$ cat src/rtl/accumulator_bank.sv
// -----------------------------------------------------------------------------
// accumulator_bank
//
// Bank of DEPTH accumulator registers, WIDTH bits each, sitting between the
// operand bus and the ALU. The register selected by WrSel can be loaded,
// accumulated into (add/sub) or shifted right in place. Carry and Zero flags
// are registered and describe the last executed operation. Two independent
// combinational read ports feed the ALU A and B operands.
//
// Optional build macro: ACCUM_SATURATE_EN
//   defined   : ADD that carries writes all-ones, SUB that borrows writes zero
//   undefined : ADD/SUB wrap modulo 2**WIDTH
//
// Ports
//   MainClock  in   1      system clock, rising edge
//   ClearB     in   1      asynchronous active-low reset
//   Latch      in   1      execute Op on register WrSel this edge
//   ClrReg     in   1      synchronous clear of register WrSel (beats Latch)
//   Op         in   2      00 LOAD, 01 ADD, 10 SUB, 11 SHR
//   WrSel      in   SELW   target register index
//   DataIn     in   WIDTH  operand / load value
//   RdSelA     in   SELW   read index for AluA
//   RdSelB     in   SELW   read index for AluB
//   AluA       out  WIDTH  register RdSelA (combinational, 0 if out of range)
//   AluB       out  WIDTH  register RdSelB (combinational, 0 if out of range)
//   Carry      out  1      carry / borrow / shift-out of last executed op
//   Zero       out  1      result of last executed op was zero
//   ValidMask  out  DEPTH  bit i set once register i has been written
// -----------------------------------------------------------------------------
module accumulator_bank #(
    parameter int WIDTH = 4,
    parameter int DEPTH = 4,
    parameter int SELW  = 2
) (
    input  logic             MainClock,
    input  logic             ClearB,
    input  logic             Latch,
    input  logic             ClrReg,
    input  logic [1:0]       Op,
    input  logic [SELW-1:0]  WrSel,
    input  logic [WIDTH-1:0] DataIn,
    input  logic [SELW-1:0]  RdSelA,
    input  logic [SELW-1:0]  RdSelB,
    output logic [WIDTH-1:0] AluA,
    output logic [WIDTH-1:0] AluB,
    output logic             Carry,
    output logic             Zero,
    output logic [DEPTH-1:0] ValidMask
);

    localparam logic [1:0] OP_LOAD = 2'b00;
    localparam logic [1:0] OP_ADD  = 2'b01;
    localparam logic [1:0] OP_SUB  = 2'b10;
    localparam logic [1:0] OP_SHR  = 2'b11;

    logic [WIDTH-1:0] r_regs [DEPTH];
    logic             r_carry;
    logic             r_zero;
    logic [DEPTH-1:0] r_valid;

    logic             w_wr_ok;
    logic [WIDTH-1:0] w_cur;
    logic [WIDTH:0]   w_sum;
    logic [WIDTH:0]   w_diff;
    logic [WIDTH-1:0] w_res;
    logic             w_res_carry;
    logic [WIDTH-1:0] w_next;
    logic             w_next_carry;
    logic [WIDTH-1:0] w_rd_a;
    logic [WIDTH-1:0] w_rd_b;

    // Write index in range; out-of-range writes leave every piece of state alone.
    assign w_wr_ok = (32'(WrSel) < DEPTH);

    // Read ports: AND-OR mux over the array, so an index with no matching
    // register naturally reads as zero.
    always_comb begin
        w_rd_a = {WIDTH{1'b0}};
        w_rd_b = {WIDTH{1'b0}};
        w_cur  = {WIDTH{1'b0}};
        for (int i = 0; i < DEPTH; i++) begin
            w_rd_a = w_rd_a | ({WIDTH{RdSelA == SELW'(i)}} & r_regs[i]);
            w_rd_b = w_rd_b | ({WIDTH{RdSelB == SELW'(i)}} & r_regs[i]);
            w_cur  = w_cur  | ({WIDTH{WrSel  == SELW'(i)}} & r_regs[i]);
        end
    end

    assign AluA = w_rd_a;
    assign AluB = w_rd_b;

    // Both arithmetic results carry one extra bit: carry-out for ADD, and for
    // SUB the top bit is set exactly when DataIn > current value (borrow).
    assign w_sum  = {1'b0, w_cur} + {1'b0, DataIn};
    assign w_diff = {1'b0, w_cur} - {1'b0, DataIn};

    // Operation result and carry for the selected register.
    always_comb begin
        w_res       = w_cur;
        w_res_carry = 1'b0;
        case (Op)
            OP_LOAD: begin
                w_res       = DataIn;
                w_res_carry = 1'b0;
            end
            OP_ADD: begin
                w_res_carry = w_sum[WIDTH];
`ifdef ACCUM_SATURATE_EN
                if (w_sum[WIDTH]) begin
                    w_res = {WIDTH{1'b1}};
                end else begin
                    w_res = w_sum[WIDTH-1:0];
                end
`else
                w_res = w_sum[WIDTH-1:0];
`endif
            end
            OP_SUB: begin
                w_res_carry = w_diff[WIDTH];
`ifdef ACCUM_SATURATE_EN
                if (w_diff[WIDTH]) begin
                    w_res = {WIDTH{1'b0}};
                end else begin
                    w_res = w_diff[WIDTH-1:0];
                end
`else
                w_res = w_diff[WIDTH-1:0];
`endif
            end
            OP_SHR: begin
                w_res       = {1'b0, w_cur[WIDTH-1:1]};
                w_res_carry = w_cur[0];
            end
            default: begin
                w_res       = w_cur;
                w_res_carry = 1'b0;
            end
        endcase
    end

    // ClrReg overrides whatever Op would have produced.
    always_comb begin
        w_next       = w_res;
        w_next_carry = w_res_carry;
        if (ClrReg) begin
            w_next       = {WIDTH{1'b0}};
            w_next_carry = 1'b0;
        end else begin
            w_next       = w_res;
            w_next_carry = w_res_carry;
        end
    end

    // Register array, flags and written-mask update.
    always_ff @(posedge MainClock or negedge ClearB) begin
        if (!ClearB) begin
            for (int i = 0; i < DEPTH; i++) begin
                r_regs[i] <= {WIDTH{1'b0}};
            end
            r_carry <= 1'b0;
            r_zero  <= 1'b1;
            r_valid <= {DEPTH{1'b0}};
        end else if (w_wr_ok && (ClrReg || Latch)) begin
            for (int i = 0; i < DEPTH; i++) begin
                if (WrSel == SELW'(i)) begin
                    r_regs[i]  <= w_next;
                    r_valid[i] <= 1'b1;
                end
            end
            r_carry <= w_next_carry;
            r_zero  <= (w_next == {WIDTH{1'b0}});
        end
    end

    assign Carry     = r_carry;
    assign Zero      = r_zero;
    assign ValidMask = r_valid;

endmodule

$ cat config.mk
export PLATFORM = sky130hd
export DESIGN_NAME = accumulator_bank
export DESIGN_NICKNAME = d
export VERILOG_FILES = /design/src/rtl/accumulator_bank.sv
export SDC_FILE = /design/constraint.sdc
export NUM_CORES = 1
export LEC_CHECK = 0
export BUFFER_PORTS_ARGS = -buffer_cell sky130_fd_sc_hd__buf_2
export CAP_MARGIN = 5
export CORE_MARGIN = 1
export CORE_UTILIZATION = 50
export CTS_CLUSTER_SIZE = 8
export DETAILED_ROUTE_END_ITERATION = 10
export HOLD_SLACK_MARGIN = 0.03
export PLACE_DENSITY = 0.77
export SYNTH_ARGS = -nofsm -noshare
export SYNTH_HDL_FRONTEND = slang
export SYNTH_SLANG_ARGS = --single-unit
$ cat constraint.sdc
create_clock -name MainClock -period 7.1 [get_ports MainClock]
set_input_delay 0.71 -clock MainClock [delete_from_list [all_inputs] [get_ports MainClock]]
set_output_delay 0.71 -clock MainClock [all_outputs]
set_load 0.1 [all_outputs]
==> results of run 1 <==
[state kept, by name, summed over array words and instances, names as in the netlist]
name	flops
r_regs	16
Carry	1
ValidMask	4
Zero	1
[power breakdown]
group          switching, mW  internal (mW)
Clock                 0.0364         0.0313
Sequential            0.0257          0.153
Combinational          0.198          0.101
Total                  0.260          0.285
[worst max-delay path: stages]
cell and delay [ps]:
buf_2 190, mux4_1 610, inv_1 110, ha_1 180, inv_1 60, fa_1 430, mux4_2 450, nor2b_4 150
or3_1 320, o31ai_2 190
[layer usage]
layer | global-route usage [%] | part of all wire [%] | up-vias
met4 | 5.10 | 0.81 | 0
met5 | 0 | 0 | -
li1 | - | - | 514
met2 | 34.7 | 50 | 27
met3 | 4.24 | 4.3 | 4
met1 | 31.6 | 45 | 552
[through the flow]
| step | area (um2) | setup slack, ps |
|---|---|---|
| 2_1_floorplan | 1550 | 3890 |
| 6_report | 1740 | 3930 |
| 3_5_place_dp | 1700 | 3610 |
| 3_3_place_gp | 1700 | 3720 |
| 5_1_grt | 1740 | 3790 |
| 4_1_cts | 1740 | 3940 |
[synth_stat cells]
| master | number | area, um2 |
|---|---|---|
| dfrtp_1 | 21 | 526 |
| mux2_2 | 16 | 180 |
| mux4_2 | 11 | 248 |
| ha_1 | 10 | 125 |
| inv_1 | 7 | 26.3 |
| nor2_1 | 7 | 26.3 |
| a21oi_1 | 6 | 30.0 |
| nand2_1 | 4 | 15.0 |
| nor3_1 | 4 | 20.0 |
| clkbuf_1 | 3 | 11.3 |
| fa_1 | 2 | 40.0 |
| mux4_1 | 2 | 52.6 |
| nand2b_1 | 2 | 12.5 |
| nand3b_1 | 2 | 15.0 |
| nor3b_1 | 2 | 15.0 |
| o211ai_1 | 2 | 15.0 |
| or2_2 | 2 | 12.5 |
| xnor2_1 | 2 | 17.5 |
| xor2_1 | 2 | 17.5 |
| a221oi_1 | 1 | 8.76 |
| a311o_1 | 1 | 10.0 |
| a311oi_1 | 1 | 8.76 |
| a32o_1 | 1 | 10.0 |
| buf_4 | 1 | 7.51 |
| buf_6 | 1 | 11.3 |
| dfstp_2 | 1 | 26.3 |
| mux2i_1 | 1 | 10.0 |
| nand3_1 | 1 | 5.00 |
| nand4_1 | 1 | 6.26 |
| nor2b_4 | 1 | 13.8 |
| o311ai_0 | 1 | 8.76 |
| o31ai_2 | 1 | 12.5 |
| or3_1 | 1 | 6.26 |
[layout make-up]
type / instances / area share [%]
clock buffer: 4 / 2.08
inverter: 7 / 1.51
multi-input combinational: 87 / 54.1
sequential: 22 / 31.7
tap: 31 / 2.23
timing repair buffer: 29 / 8.34
[logic make-up (layout without fill, tap and decap cells)]
group,after synthesis,after routing,share of synthesized area (%)
and+or+nand+nor,27,27,9.52
adders and majority gates,12,12,10.7
muxes,30,30,31.6
xor gates and xnor gates,4,4,2.26
buffers and inverters,12,40,3.63
AOI/OAI and AO/OA,14,14,6.70
DFF,22,22,35.6
[path summary, 6_finish.rpt]
path	to	start	depth (start not counted)	slack, ps
max	Zero$_DFFE_PN1N_	WrSel[0]	10	3930
min	Carry$_DFFE_PN0N_	ClearB	1	330
max reg2reg	Zero$_DFFE_PN1N_	r_regs[8]$_DFFE_PN0P_	9	4160
min reg2reg	ValidMask[1]$_DFFE_PN0P_	ValidMask[1]$_DFFE_PN0P_	1	480
max in group asynchronous	Zero$_DFFE_PN1N_	ClearB	1	6420
min in group MainClock	ValidMask[1]$_DFFE_PN0P_	ValidMask[1]$_DFFE_PN0P_	1	480
==> qor.txt, run 1 <==
run status - finished, violations left
failing checks - design-rule violations
share of cells above drive strength 1 - 43.6%
register area - 552 um2
Placed Instances - 176
Max Clock Skew - 8.16 ps
Tot Pwr - 0.545 mW
worst hold path type - input port to async pin
initial antenna violation count - 0
largest net degree at the start of global routing - 23
vias in the first global route - 1,057
multi-input combinational cell area - 942 um2
Resized cells post-CTS - 0
actual slew at the worst max-slew pin - 911 ps
Starting Density - 54.3%
clock latency on the worst-skew pair - 310 ps
All-Layer GR Usage - 21.8%
Residual DRC - 2
PortBufs - 29
syn nets - 149
CP Launch Type - input port
TritonCTS clock tree - yes
Clock Path Buffers - 2
ANT nets after route - 0
DRT Pass-1 Iters - 7
Post-CTS Hold Buffers - 0
max-slew violations - 0
Final Hold Fails - 0
TNS Setup - 0 ps
clock sink count - 22
Post-CTS Setup Repair Bufs - 0
#FFs+latches synth - 22
number of H-tree levels - 1
DR vias/cell - 6.09
FMAX - 315 MHz
leakage power - 0.803 nW
CP Capture Type - flip-flop
Slew headroom - 39.2%
WL per Instance - 17.8 um
Mean Syn Cell Area - 12.8 um2
root buf cell - clkbuf_4
die area - 3330 um2
die width - 57.7 um
RSZ-0062 raised after global routing - false
post-synth cell types - 33
clock transition at the registers of the reported paths - 120 ps
num rows - 19
Filler cells - 234
Core ar. - 2850 um2
WHS - 332 ps
final core occ - 61.0%
GPL Wtd Cong - 0.905
Gate Count Post-Synth - 121
CP required - 7330 ps
crit-path max FO - 8
DPL Wire Length - 2570 um
Die H - 57.7 um
fin nets - 178
commonest cells after routing, fill and taps aside - buf_2, dfrtp_1, mux2_2
Ys Warns - 0
CTS buffer count - 3
CP arrival - 3410 ps
initial DRC count - 60
DRT Wirelength - 3210 um
Finished Layout Cells - 180
Antenna Diode Count - 0
period utilisation layout - 44.7%
P per Cell Area - 313 nW/um2
Seq/Total Area, Yosys - 35.6%
Setup Crit Path Kind - input port to flip-flop
Synth-to-Final Area Change - 12.3%
first-pass GRT wire length - 5410 um
commonest non-fill, non-tap cell in the layout - buf_2
via count - 1,097
Post-Syn Area - 1550 um2
I/O pin count - 30
GRT Residual Overflow - 0
Final setup viols - 0
maximum vdd drop - 220 uV
Max Cap Viol - 0
fin crit period - 3170 ps
(Power assumes the default switching activity.)
==> inputs of run 2 (changes only) <==
--- a/config.mk
+++ b/config.mk
@@ -8,11 +8,11 @@
 export BUFFER_PORTS_ARGS = -buffer_cell sky130_fd_sc_hd__buf_2
 export CAP_MARGIN = 5
 export CORE_MARGIN = 1
-export CORE_UTILIZATION = 50
+export CORE_UTILIZATION = 49
 export CTS_CLUSTER_SIZE = 8
 export DETAILED_ROUTE_END_ITERATION = 10
 export HOLD_SLACK_MARGIN = 0.03
-export PLACE_DENSITY = 0.77
+export PLACE_DENSITY = 0.79
 export SYNTH_ARGS = -nofsm -noshare
 export SYNTH_HDL_FRONTEND = slang
 export SYNTH_SLANG_ARGS = --single-unit
==> constraint.sdc (replaced) <==
create_clock -name MainClock -period 2.7 [get_ports MainClock]
set_input_delay 0.27 -clock MainClock [delete_from_list [all_inputs] [get_ports MainClock]]
set_output_delay 0.27 -clock MainClock [all_outputs]
set_load 0.1 [all_outputs]
==> run 2 against run 1 <==
Net effect: the run ends with negative setup slack left; worst setup slack got worse by 4000 ps; global-route usage rose by 0.62 points; clock skew rose by 3.5 ps; register-to-register slack got worse by 4300 ps; combinational power rose to 3.0 times the previous value; non-clock buffer count rose by 16; clock-buffer cell count did not move; design area rose by 9.6%; sequential cell count did not move; critical path depth fell by 3; clock power rose to 2.7 times the previous value.
==> qor.txt, run 2 (synthesis gave the netlist of run 1 again) <==
run status - finished, violations left
failing checks - negative setup slack
max-slew violations - 0 (unchanged)
die width - 58.2 um (+0.98%)
Final Hold Fails - 0 (unchanged)
Crit path top cell by count - mux4_2
GRT Residual Overflow - 0 (unchanged)
Die H - 58.2 um (+0.98%)
maximum vdd drop - 586 uV (+170%)
actual slew at the worst max-slew pin - 900 ps (-10.7 ps)
Setup Crit Path Kind - flip-flop to flip-flop
max reg flops - 16 (unchanged)
Starting Density - 51.2% (-3.1 points)
first-pass GRT wire length - 5650 um (+4.5%)
root buf cell - clkbuf_4
num rows - 20 (+1)
Final setup viols - 3 (+3)
Slew headroom - 39.5% (+0.38 points)
DRT Wirelength - 3560 um (+11%)
DRT Pass-1 Iters - 4 (-3)
CP required - 2950 ps (-4380 ps)
CP Capture Type - flip-flop
DR vias/cell - 5.73 (-6.0%)
commonest non-fill, non-tap cell in the layout - buf_2
P per Cell Area - 799 nW/um2 (+160%)
TNS Setup - -113 ps (-113 ps)
Antenna Diode Count - 0 (unchanged)
clock transition at the registers of the reported paths - 120 ps (about the same)
Core ar. - 3030 um2 (+6.1%)
crit-path max FO - 2 (-6)
CTS buffer count - 3 (unchanged)
initial antenna violation count - 0 (unchanged)
initial DRC count - 73 (+22%)
CP arrival - 3040 ps (-370 ps)
period utilisation layout - 103%
Top reg by flops - r_regs
Residual DRC - 0 (-2)
CP Launch Type - flip-flop
setup ws final - -90.0 ps (-4020 ps)
share of cells above drive strength 1 - 52.7% (+9.1 points)
largest net degree at the start of global routing - 23 (unchanged)
PortBufs - 29 (unchanged)
fin crit period - 2790 ps
RSZ-0062 raised after global routing - true
Clock Path Buffers - 2 (unchanged)
via count - 1,197 (+9.1%)
CP max-delay cell - mux4_2
clock latency on the worst-skew pair - 320 ps (about the same)
DPL Wire Length - 2720 um (+5.9%)
DP Worst Slack - -154 ps (-3760 ps)
FMAX - 358 MHz
fin nets - 194 (+9.0%)
Filler cells - 232 (-0.85%)
Synth-to-Final Area Change - 23.0%
worst hold path type - input port to flip-flop
leakage power - 0.880 nW (+9.5%)
Max Cap Viol - 0 (unchanged)
commonest cells after routing, fill and taps aside - buf_2, dfrtp_1, buf_4
I/O pin count - 30 (unchanged)
WL per Instance - 17.1 um (-4.4%)
number of H-tree levels - 1 (unchanged)
die area - 3390 um2 (+2.0%)
Max Clock Skew - 11.7 ps (+3.50 ps)
buffer and inverter count on the worst path - 0 (-3)
GPL Wtd Cong - 0.838 (-7.3%)
ANT nets after route - 0 (unchanged)
max incr delay on CP - 510 ps (-100 ps)
vias in the first global route - 1,173 (+11%)
CP cell instances - mux4_2 -> ha_2 -> fa_1 -> mux4_2 -> nor2b_4 -> or3_4 -> o31ai_2
TritonCTS clock tree - yes
clock sink count - 22 (unchanged)
All-Layer GR Usage - 22.5% (+0.62 points)
crit-path leading delay family - multiplexers
run 2: through the flow:
stage | hold slack, ps | power (mW) | area (um2) | cells | util (%)
global placement | 248 | 1.29 | 1820 | 203 | 60.2
global route | 192 | 1.60 | 1910 | 209 | 63.0
finish | 179 | 1.52 | 1910 | 209 | 63.0
floorplan | -25.6 | 1.12 | 1550 | 121 | -
CTS | 177 | 1.50 | 1870 | 208 | 61.7
detailed placement | 261 | 1.31 | 1820 | 203 | 60.2
run 2: worst reg2reg max path, cell delays in order, from the launching register on:
cell	delay, ps
dfrtp_1	410
mux4_2	510
ha_2	220
fa_1	470
mux4_2	470
nor2b_4	150
or3_4	330
o31ai_2	170
run 2: final timing paths:
| path | cells past startpoint | to | slack (ps) | start |
|---|---|---|---|---|
| max | 7 | Zero$_DFFE_PN1N_ | -90 | r_regs[0]$_DFFE_PN0P_ |
| min | 2 | Carry$_DFFE_PN0N_ | 180 | Latch |
| max reg2reg | 7 | Zero$_DFFE_PN1N_ | -90 | r_regs[0]$_DFFE_PN0P_ |
| min reg2reg | 1 | ValidMask[3]$_DFFE_PN0P_ | 480 | ValidMask[3]$_DFFE_PN0P_ |
| max in group asynchronous | 2 | Zero$_DFFE_PN1N_ | 1910 | ClearB |
| min in group asynchronous | 2 | r_regs[0]$_DFFE_PN0P_ | 430 | ClearB |
run 2: layout make-up:
class,instances,area (um2),share of cell area (%)
multi-input cells,87,966,50.7
inverters,7,26.3,1.38
flip-flops and latches,22,552,28.9
clock buffers,4,36.3,1.90
repair buffers,45,272,14.2
well taps,44,55.1,2.89
run 2: timing repair:
| action | in CTS | in global routing |
|---|---|---|
| endpoints found under the hold margin | 21 | 0 |
| hold buffers | 1 | 0 |
| endpoints found under the setup margin | 5 | 5 |
| buffers inserted | 0 | 1 |
| gates resized for setup | 2 | 8 |
| cloned | 0 | 0 |
run 2: report_power, final:
group          total [mW]  internal, mW  switching [mW]
combinational       0.891         0.332           0.559
clock               0.181        0.0825          0.0982
sequential          0.452         0.402          0.0509
total                1.52         0.816           0.708
run 2: routing by layer:
layer,routed length [um],vias to the layer above,global-route usage [%],part of all wire [%]
li1,-,542,-,-
met1,1630,605,31.2,46
met2,1750,43,36.6,49
met3,117,7,2.46,3.3
met4,62,0,8.16,1.7
met5,0,-,0,0
==> inputs of run 3 (changes only) <==
--- a/config.mk
+++ b/config.mk
@@ -8,11 +8,11 @@
 export BUFFER_PORTS_ARGS = -buffer_cell sky130_fd_sc_hd__buf_2
 export CAP_MARGIN = 5
 export CORE_MARGIN = 1
-export CORE_UTILIZATION = 49
+export CORE_UTILIZATION = 40
 export CTS_CLUSTER_SIZE = 8
 export DETAILED_ROUTE_END_ITERATION = 10
 export HOLD_SLACK_MARGIN = 0.03
-export PLACE_DENSITY = 0.79
+export PLACE_DENSITY = 0.67
 export SYNTH_ARGS = -nofsm -noshare
 export SYNTH_HDL_FRONTEND = slang
 export SYNTH_SLANG_ARGS = --single-unit
==> run 3 against run 2 <==
Net effect: the run still ends with negative setup slack left; sequential share of layout area is 0.45 points lower; design area grew 1.6%; critical path depth grew 2; total power increased by 2.5%; final cell count increased by 3.3%; clock-buffer cell count unchanged; largest cell class unchanged; highest routed layer unchanged.
==> qor.txt, run 3 (synthesis gave the netlist of run 1 again) <==
run status - finished, violations left
failing checks - negative setup slack
WL per Instance - 17.2 um (+0.94%)
GRT Residual Overflow - 0 (unchanged)
Core ar. - 3690 um2 (+22%)
TritonCTS clock tree - yes
post-route cell area - 1940 um2 (+1.6%)
Max Clock Skew - 6.42 ps (-5.24 ps)
crit-path max FO - 2 (unchanged)
setup ws final - -91.3 ps (-1.23 ps)
vias in the first global route - 1,223 (+4.3%)
largest net degree at the start of global routing - 23 (unchanged)
max-slew violations - 0 (unchanged)
I/O pin count - 30 (unchanged)
Max Cap Viol - 0 (unchanged)
All-Layer GR Usage - 19.8% (-2.7 points)
Final Hold Fails - 0 (unchanged)
actual slew at the worst max-slew pin - 695 ps (-205 ps)
Filler cells - 339 (+46%)
worst hold path type - input port to flip-flop
commonest cells after routing, fill and taps aside - buf_2, dfrtp_1, buf_4
Top reg by flops - r_regs
share of cells above drive strength 1 - 53.0% (+0.25 points)
DRT Wirelength - 3720 um (+4.3%)
fin crit period - 2790 ps (+1.23 ps)
leakage power - 0.888 nW (+0.91%)
number of H-tree levels - 1 (unchanged)
WHS - 261 ps (+82.4 ps)
GPL Wtd Cong - 0.825 (-1.5%)
initial antenna violation count - 0 (unchanged)
num rows - 22 (+10%)
Starting Density - 42.0% (-9.2 points)
die area - 4130 um2 (+22%)
clock latency on the worst-skew pair - 260 ps (-60 ps)
period utilisation layout - 103% (about the same)
DPL Wire Length - 2870 um (+5.6%)
Setup Crit Path Kind - flip-flop to flip-flop
DRT Pass-1 Iters - 4 (unchanged)
Slew headroom - 53.4% (+14 points)
Antenna Diode Count - 0 (unchanged)
root buf cell - clkbuf_8
via count - 1,226 (+2.4%)
first-pass GRT wire length - 6110 um (+8.1%)
DR vias/cell - 5.68 (-0.90%)
CTS buffer count - 3 (unchanged)
ANT nets after route - 0 (unchanged)
Die H - 64.3 um (+10%)
commonest non-fill, non-tap cell in the layout - buf_2
clock sink count - 22 (unchanged)
FMAX - 358 MHz (about the same)
Clock Path Buffers - 2 (unchanged)
initial DRC count - 42 (-42%)
CP Capture Type - flip-flop
fin nets - 197 (+1.5%)
Final setup viols - 5 (+2)
Synth-to-Final Area Change - 24.9%
dpl cell area - 1840 um2 (+1.1%)
P per Cell Area - 807 nW/um2 (+0.90%)
die width - 64.3 um (+10%)
CP arrival - 2970 ps (-70 ps)
CP required - 2880 ps (-70 ps)
max reg flops - 16 (unchanged)
maximum vdd drop - 699 uV (+19%)
PortBufs - 29 (unchanged)
clock transition at the registers of the reported paths - 70 ps (-50 ps)
CP Launch Type - flip-flop
Residual DRC - 0 (unchanged)
RSZ-0062 raised after global routing - true
run 3: cell types whose count changed in the layout (fill, tap and decap cells not counted), sizes merged:
cell  before  now
buf       44   47
run 3: path summary, 6_finish.rpt:
check,start,end,slack (ps),depth (start not counted)
setup reg to reg,r_regs[0]$_DFFE_PN0P_,Zero$_DFFE_PN1N_,-90,9
setup / recovery,r_regs[0]$_DFFE_PN0P_,Zero$_DFFE_PN1N_,-90,9
max in group asynchronous,ClearB,Zero$_DFFE_PN1N_,1840,2
min in group asynchronous,ClearB,r_regs[9]$_DFFE_PN0P_,490,2
hold / removal,Latch,Carry$_DFFE_PN0N_,260,2
hold reg to reg,ValidMask[1]$_DFFE_PN0P_,ValidMask[1]$_DFFE_PN0P_,460,1
run 3: area by class of cell:
type,instances,area [um2],area share [%]
tap,48,60.1,3.10
sequential,22,552,28.5
clock buffer,4,45.0,2.33
inverter,7,26.3,1.36
timing repair buffer,48,290,15.0
multi-input combinational,87,963,49.7
run 3: where the power goes:
part	internal, mW	switching (mW)
clock network	0.105	0.104
logic	0.335	0.565
registers	0.402	0.0511
total	0.842	0.721
run 3: worst max-delay path: stages, from the launching register on:
cell	delay [ps]
dfrtp_1	390
mux4_2	510
inv_2	100
ha_4	140
inv_2	30
fa_1	430
mux4_2	470
nor2b_4	140
or3_4	340
o31ai_4	160
run 3: through the flow:
step	instances	TNS (ps)	power, mW	setup slack [ps]	utilization, %
after floorplan	121	0	1.12	0.390	-
after global placement	209	-212	1.30	-96.6	49.9
after detailed placement	209	-448	1.32	-148	49.9
after CTS	215	-76.3	1.55	-76.3	52.2
after global routing	216	-357	1.64	-151	52.5
final	216	-149	1.56	-91.3	52.5
run 3: timing repair:
| action | in CTS | in global routing |
|---|---|---|
| endpoints found under the setup margin | 5 | 9 |
| endpoints found under the hold margin | 21 | 0 |
| hold buffers | 1 | 0 |
| gates resized for setup | 5 | 2 |
| setup buffers | 1 | 1 |
| pin swaps | 0 | 0 |
run 3: routing by layer:
metal | up-vias | global-route usage [%] | part of all wire (%)
li1 | 549 | - | -
met1 | 630 | 25.9 | 44
met2 | 38 | 33.7 | 50
met3 | 9 | 1.96 | 4.4
met4 | 0 | 7.22 | 1.7
met5 | - | 0 | 0
